File: src/rtl/uart_rx_engine.sv
// Oversampled UART receiver feeding an FWFT RX FIFO; a word is written on the clock after its final stop-bit sample.
// The serial line cannot be stalled: a push into a full FIFO is dropped and sets overrun. UART_RX_BREAK_DETECT_EN enables break detection.
module uart_rx_engine #(
  parameter int CLK_FREQ_HZ = 100_000_000,
  parameter int OVERSAMPLE  = 16,
  parameter int FIFO_DEPTH  = 8,
  parameter int SYNC_STAGES = 2,
  parameter int DIV_W       = 20
) (
  input  logic                          clk,
  input  logic                          arst_n,
  input  logic                          cfg_rx_en,
  input  logic [3:0]                    cfg_baud_sel,
  input  logic [1:0]                    cfg_frame_type,
  input  logic [1:0]                    cfg_parity_type,
  input  logic                          cfg_stop_type,
  input  logic                          rx,
  output logic                          rd_valid,
  input  logic                          rd_ready,
  output logic [7:0]                    rd_data,
  output logic                          rd_frame_err,
  output logic                          rd_parity_err,
  output logic [$clog2(FIFO_DEPTH):0]   fifo_count,
  output logic                          overrun,
  input  logic                          clr_overrun,
  output logic                          rx_busy,
  output logic                          break_det
);

  localparam int OS_W  = $clog2(OVERSAMPLE) + 1;
  localparam int PTR_W = $clog2(FIFO_DEPTH);
  localparam int CNT_W = PTR_W + 1;

  typedef enum logic [2:0] {
    S_IDLE, S_START, S_DATA, S_PARITY, S_STOP1, S_STOP2, S_BREAK
  } state_t;

  function automatic logic [DIV_W-1:0] calc_div(input int idx);
    int baud;
    case (idx)
      0: baud = 200;       1: baud = 300;       2: baud = 600;       3: baud = 1200;
      4: baud = 1800;      5: baud = 2400;      6: baud = 4800;      7: baud = 9600;
      8: baud = 19200;     9: baud = 28800;     10: baud = 38400;    11: baud = 57600;
      12: baud = 76800;    13: baud = 115200;   14: baud = 230400;   default: baud = 460800;
    endcase
    return DIV_W'((CLK_FREQ_HZ + (baud * OVERSAMPLE) / 2) / (baud * OVERSAMPLE) - 1);
  endfunction

  logic [DIV_W-1:0] div_tab [16];
  for (genvar g = 0; g < 16; g++) begin : g_div
    assign div_tab[g] = calc_div(g);
  end

  logic [SYNC_STAGES-1:0] sync_q;
  logic                   rx_s, rx_prev_q, fall;
  logic [DIV_W-1:0]       tick_cnt_q, div_q;
  logic                   tick, samp, maj;
  logic [OS_W-1:0]        os_cnt_q;
  logic [1:0]             smp_q;
  state_t                 state_q, state_d;
  logic                   start_go, push_d, push_q, is_brk, brk_exit;
  logic [2:0]             bit_cnt_q, last_bit_q;
  logic                   par_en_q, par_odd_q, stop2_q;
  logic [7:0]             data_q;
  logic                   ferr_q, perr_q;
  logic [9:0]             wr_word_q;

  assign rx_s     = sync_q[SYNC_STAGES-1];
  assign fall     = rx_prev_q & ~rx_s;
  assign tick     = (tick_cnt_q == '0);
  // Decision point is the tick that takes sample OVERSAMPLE/2+1, so the three centre samples are available.
  assign samp     = tick && (os_cnt_q == OS_W'(OVERSAMPLE / 2));
  assign maj      = (smp_q[1] & smp_q[0]) | (smp_q[1] & rx_s) | (smp_q[0] & rx_s);
  assign start_go = (state_q == S_IDLE) && cfg_rx_en && fall;
  assign push_d   = cfg_rx_en && samp && !is_brk &&
                    ((state_q == S_STOP1 && !stop2_q) || state_q == S_STOP2);
  assign rx_busy  = (state_q != S_IDLE);

`ifdef UART_RX_BREAK_DETECT_EN
  logic            all_low_q, brk_q;
  logic [OS_W-1:0] hi_cnt_q;

  assign is_brk    = cfg_rx_en && (state_q == S_STOP1) && samp && all_low_q && !maj;
  assign brk_exit  = tick && rx_s && (hi_cnt_q == OS_W'(OVERSAMPLE - 1));
  assign break_det = brk_q;

  always_ff @(posedge clk or negedge arst_n) begin
    if (!arst_n) begin
      all_low_q <= 1'b0;
      brk_q     <= 1'b0;
      hi_cnt_q  <= '0;
    end else begin
      brk_q <= is_brk;
      if (start_go)
        all_low_q <= 1'b1;
      else if (samp && maj && (state_q == S_DATA || state_q == S_PARITY))
        all_low_q <= 1'b0;
      if (state_q != S_BREAK)
        hi_cnt_q <= '0;
      else if (tick)
        hi_cnt_q <= rx_s ? hi_cnt_q + 1'b1 : '0;
    end
  end
`else
  assign is_brk    = 1'b0;
  assign brk_exit  = 1'b0;
  assign break_det = 1'b0;
`endif

  always_comb begin
    state_d = state_q;
    case (state_q)
      S_IDLE:   if (start_go) state_d = S_START;
      S_START:  if (samp) state_d = maj ? S_IDLE : S_DATA;
      S_DATA:   if (samp && bit_cnt_q == last_bit_q) state_d = par_en_q ? S_PARITY : S_STOP1;
      S_PARITY: if (samp) state_d = S_STOP1;
      S_STOP1:  if (samp) state_d = is_brk ? S_BREAK : (stop2_q ? S_STOP2 : S_IDLE);
      S_STOP2:  if (samp) state_d = S_IDLE;
      S_BREAK:  if (brk_exit) state_d = S_IDLE;
      default:  state_d = S_IDLE;
    endcase
    if (!cfg_rx_en) state_d = S_IDLE;
  end

  always_ff @(posedge clk or negedge arst_n) begin
    if (!arst_n) state_q <= S_IDLE;
    else         state_q <= state_d;
  end

  always_ff @(posedge clk or negedge arst_n) begin
    if (!arst_n) begin
      sync_q     <= '1;
      rx_prev_q  <= 1'b1;
      tick_cnt_q <= '0;
      div_q      <= '0;
      os_cnt_q   <= '0;
      smp_q      <= '1;
      bit_cnt_q  <= '0;
      last_bit_q <= '0;
      par_en_q   <= 1'b0;
      par_odd_q  <= 1'b0;
      stop2_q    <= 1'b0;
      data_q     <= '0;
      ferr_q     <= 1'b0;
      perr_q     <= 1'b0;
      push_q     <= 1'b0;
      wr_word_q  <= '0;
    end else begin
      sync_q    <= {sync_q[SYNC_STAGES-2:0], rx};
      rx_prev_q <= rx_s;
      push_q    <= push_d;
      if (start_go) begin
        tick_cnt_q <= div_tab[cfg_baud_sel];
        div_q      <= div_tab[cfg_baud_sel];
        os_cnt_q   <= '0;
        bit_cnt_q  <= '0;
        last_bit_q <= {1'b1, cfg_frame_type};
        par_en_q   <= (cfg_parity_type == 2'b01) || (cfg_parity_type == 2'b10);
        par_odd_q  <= (cfg_parity_type == 2'b10);
        stop2_q    <= cfg_stop_type;
        data_q     <= '0;
        ferr_q     <= 1'b0;
        perr_q     <= 1'b0;
      end else begin
        if (tick) begin
          tick_cnt_q <= div_q;
          os_cnt_q   <= (os_cnt_q == OS_W'(OVERSAMPLE - 1)) ? '0 : os_cnt_q + 1'b1;
          smp_q      <= {smp_q[0], rx_s};
        end else begin
          tick_cnt_q <= tick_cnt_q - 1'b1;
        end
        if (samp) begin
          case (state_q)
            S_DATA: begin
              data_q[bit_cnt_q] <= maj;
              bit_cnt_q         <= bit_cnt_q + 1'b1;
            end
            S_PARITY:         perr_q <= maj ^ (^data_q) ^ par_odd_q;
            S_STOP1, S_STOP2: ferr_q <= ferr_q | ~maj;
            default: ;
          endcase
        end
      end
      if (push_d) wr_word_q <= {ferr_q | ~maj, perr_q, data_q};
    end
  end

  logic [9:0]       mem_q [FIFO_DEPTH];
  logic [PTR_W-1:0] wr_ptr_q, rd_ptr_q;
  logic [CNT_W-1:0] count_q;
  logic             pop, full, wr_en;
  logic [9:0]       head;

  assign pop        = rd_valid && rd_ready;
  assign full       = (count_q == CNT_W'(FIFO_DEPTH));
  assign wr_en      = push_q && (!full || pop);
  assign head       = mem_q[rd_ptr_q];
  assign rd_valid   = (count_q != '0);
  assign rd_data    = rd_valid ? head[7:0] : 8'h00;
  assign rd_parity_err = rd_valid & head[8];
  assign rd_frame_err  = rd_valid & head[9];
  assign fifo_count = count_q;

  always_ff @(posedge clk) begin
    if (wr_en) mem_q[wr_ptr_q] <= wr_word_q;
  end

  always_ff @(posedge clk or negedge arst_n) begin
    if (!arst_n) begin
      wr_ptr_q <= '0;
      rd_ptr_q <= '0;
      count_q  <= '0;
      overrun  <= 1'b0;
    end else begin
      if (wr_en) wr_ptr_q <= wr_ptr_q + 1'b1;
      if (pop)   rd_ptr_q <= rd_ptr_q + 1'b1;
      count_q <= count_q + CNT_W'(wr_en) - CNT_W'(pop);
      if (push_q && full && !pop) overrun <= 1'b1;
      else if (clr_overrun)       overrun <= 1'b0;
    end
  end

endmodule

File: config.mk
export PLATFORM = sky130hd
export DESIGN_NAME = uart_rx_engine
export DESIGN_NICKNAME = d
export VERILOG_FILES = /design/src/rtl/uart_rx_engine.sv
export SDC_FILE = /design/constraint.sdc
export NUM_CORES = 1
export LEC_CHECK = 0
export BUFFER_PORTS_ARGS = -buffer_cell sky130_fd_sc_hd__buf_4
export CAP_MARGIN = 10
export CORE_AREA = 3 3 112 168
export CTS_CLUSTER_DIAMETER = 120
export CTS_CLUSTER_SIZE = 30
export DETAILED_ROUTE_END_ITERATION = 10
export DIE_AREA = 0 0 115 171
export PLACE_DENSITY_LB_ADDON = 0.3
export SETUP_SLACK_MARGIN = 0.5
export SYNTH_ARGS = -nofsm -noshare
export SYNTH_HDL_FRONTEND = slang
export SYNTH_SLANG_ARGS = --single-unit
File: constraint.sdc
create_clock -name clk -period 7.18 [get_ports clk]
set_clock_uncertainty 0.15 [all_clocks]
set_input_delay 1.436 -clock clk [delete_from_list [all_inputs] [get_ports clk]]
set_output_delay 1.436 -clock clk [all_outputs]
set_load 0.01 [all_outputs]
==> metrics <==
number of iterations in the first detailed-routing pass=5; Worst Path Arrival=2.20 ns; Synth-to-Final Area Change=13.5%; TritonCTS Buffers=17; Cell variety after synth=61; I/O pin count=33; Pins Over Slew Limit=0; WHS=0.210 ns; synth top area cells=edfxtp_1, dfrtp_1, mux4_2, nand2_1, mux2i_1; DR iter-0 viols=262; worst-case clock buffer depth=2; gr ovfl total=0; Setup Viol. Count Final=0; flop and latch count out of synthesis=169; Power Dens Cells=331 nW/um2; Min-Delay Path Class=flop to flop; Top Metal Used=met4; post-synthesis cell area=7790 um2; cell taking the most area after synthesis=edfxtp_1; Met2 Wirelength=8650 um; via count=4797; ys flop type=dfrtp_1; async set or reset register ratio after synthesis=0.527; Yosys top cell area share=0.309; dpl cells=840; Post-DP HPWL=10700 um; Util after Layout=0.507; Slew HR=0.357; final hold vios=0; GPL Wtd Cong=0.853; ANT nets after route=0; TritonCTS clock tree=built; Setup TNS=0 ns; total track usage=0.163; Req. time, crit path=5.59 ns; Metal-1 WL=5880 um; initial antenna violation count=0; Place WS=3.60 ns; leakage=3.60 nW; first-pass GRT wire length=24900 um; post-cts resize count=0; CTS Hold Bufs=0; R2R Setup Slk=4.32 ns; CP max FO=22; Synth Warn #=0; Final Cycle Share=0.527; Cell Count, Final, Fillers Out=871; worst slew pin tran=0.961 ns; number of cell rows=59; Mapped Cells=621; Critical Path Sink Type=output port; Die ar.=19700 um2; vias in the first global route=5046; CTS Sinks=169; Initial Util=0.447; Commonest cells post-synth=dfrtp_1, edfxtp_1, nand2_1, nor2_1, o21ai_0; core area=17400 um2; die width=115 um; WL final=15100 um; fmax=0.264 GHz; status=completed; sequential area share after synthesis=0.595; Tot Pwr=2.93 mW; min cycle time layout=3.78 ns; metal3 WL=383 um; RSZ-0062 raised after global routing=false; Setup Fix Bufs, Post-CTS=0; CTS Root Cell=clkbuf_16; final instance area=8840 um2; detailed-route vias per instance=5.51; ratio of cells with drive above 1 in the final layout=0.175; worst skew pair latency=0.42 ns; number of flops mapped to enable cells by yosys=80; startpoint types=flop; H-tree levels=4; Antenna Cells=0; syn avg cell area=12.5 um2; port buffer count=31; Crit Path Category=flop to output port; largest net degree at the start of global routing=54; most common cell in the netlist=dfrtp_1; CTS clk-pin slew, worst paths=0.07 ns; average wire per standard cell=17.3 um; fillcell total=1522; setup ws final=3.40 ns; worst vdd ir=0.186 mV; Residual DRC=0; total of max-cap violations=0; nets@finish=681; syn nets=656; die height=171 um; placed standard-cell area=8200 um2
## per-layer routing
metal,track usage,vias to the layer above
met5,0,-
met4,0.0460,0
li1,-,2289
met2,0.313,61
met3,0.0372,17
met1,0.175,2430
## final timing paths
| kind | startpoint | to | depth (start not counted) |
|---|---|---|---|
| worst max register to register | tick_cnt_q[9] | wr_word_q[3] | 5 |
| min in group asynchronous | arst_n | div_q[11] | 1 |
| max in group asynchronous | arst_n | state_q[1] | 2 |
| worst min-delay path | sync_q[0] | sync_q[1] | 0 |
| worst min register to register | sync_q[0] | sync_q[1] | 0 |
| worst max-delay path | rd_ptr_q[1] | rd_data[6] | 4 |
## registers in the layout, summed over array words and instances, names as in the netlist, 2 cells and up
name and cells:
fifo_count 4, tick_cnt_q 20, sync_q 2, mem_q 80, bit_cnt_q 3, last_bit_q 3, smp_q 2, rd_ptr_q 3
wr_ptr_q 3, os_cnt_q 5, data_q 8, wr_word_q 10, div_q 15, state_q 3
## placed cells by master, fill, tap and decap left out, types with 2 or more instances in the layout
| cell | count |
|---|---|
| or4_1 | 3 |
| dfrtp_1 | 84 |
| nor2b_1 | 7 |
| edfxtp_1 | 80 |
| a311oi_1 | 2 |
| nand2b_1 | 10 |
| nor4_2 | 3 |
| ha_1 | 19 |
| a21oi_1 | 14 |
| clkinvlp_4 | 2 |
| nand3_1 | 17 |
| o22ai_1 | 4 |
| mux4_2 | 20 |
| clkbuf_16 | 17 |
| xor2_1 | 16 |
| and3_1 | 2 |
| o41ai_1 | 3 |
| nor3b_1 | 2 |
| xnor2_1 | 17 |
| o21ai_0 | 36 |
| clkbuf_1 | 3 |
| o211ai_1 | 5 |
| a211oi_1 | 2 |
| bufinv_16 | 5 |
| mux2i_1 | 24 |
| nor3_1 | 12 |
| nor2_1 | 37 |
| nor4_1 | 9 |
| clkinv_4 | 2 |
| or3_1 | 4 |
| o31ai_1 | 3 |
| buf_4 | 39 |
| nand2_1 | 75 |
| dfstp_2 | 5 |
| inv_1 | 25 |
| a31oi_1 | 4 |
| mux2_2 | 12 |
| a21o_1 | 3 |
| nand4_1 | 4 |
## final cells by class
class / instances / area [um2] / area share
sequential: 169 / 4640 / 0.525
timing repair buffer: 39 / 293 / 0.0331
clock inverter: 11 / 196 / 0.0222
multi-input combinational: 394 / 2920 / 0.330
tap: 213 / 267 / 0.0302
inverter: 25 / 93.8 / 0.0106
clock buffer: 20 / 437 / 0.0494
## worst max-delay path, stage by stage, from the launching register on
cell	delay, ns
dfrtp_1	0.95
mux4_2	0.44
mux2i_1	0.17
nor2_1	0.06
buf_4	0.16
## cells by family (layout without fill, tap and decap cells)
family,Yosys count,in the layout,share of synthesized area
AND/OR/NAND/NOR,200,200,0.131
flip-flops,169,169,0.595
AO/OA/AOI/OAI,83,83,0.0646
buffers and inverters,58,95,0.0309
multiplexers,56,56,0.106
XOR/XNOR,33,33,0.0371
adder cells (fa/ha/maj),21,21,0.0344
other,1,1,0.000482
## power breakdown
part / internal, mW / switching (mW)
sequential: 1.10 / 0.138
clock: 0.617 / 0.364
combinational: 0.370 / 0.339
Power figures use the tool's default switching activity.
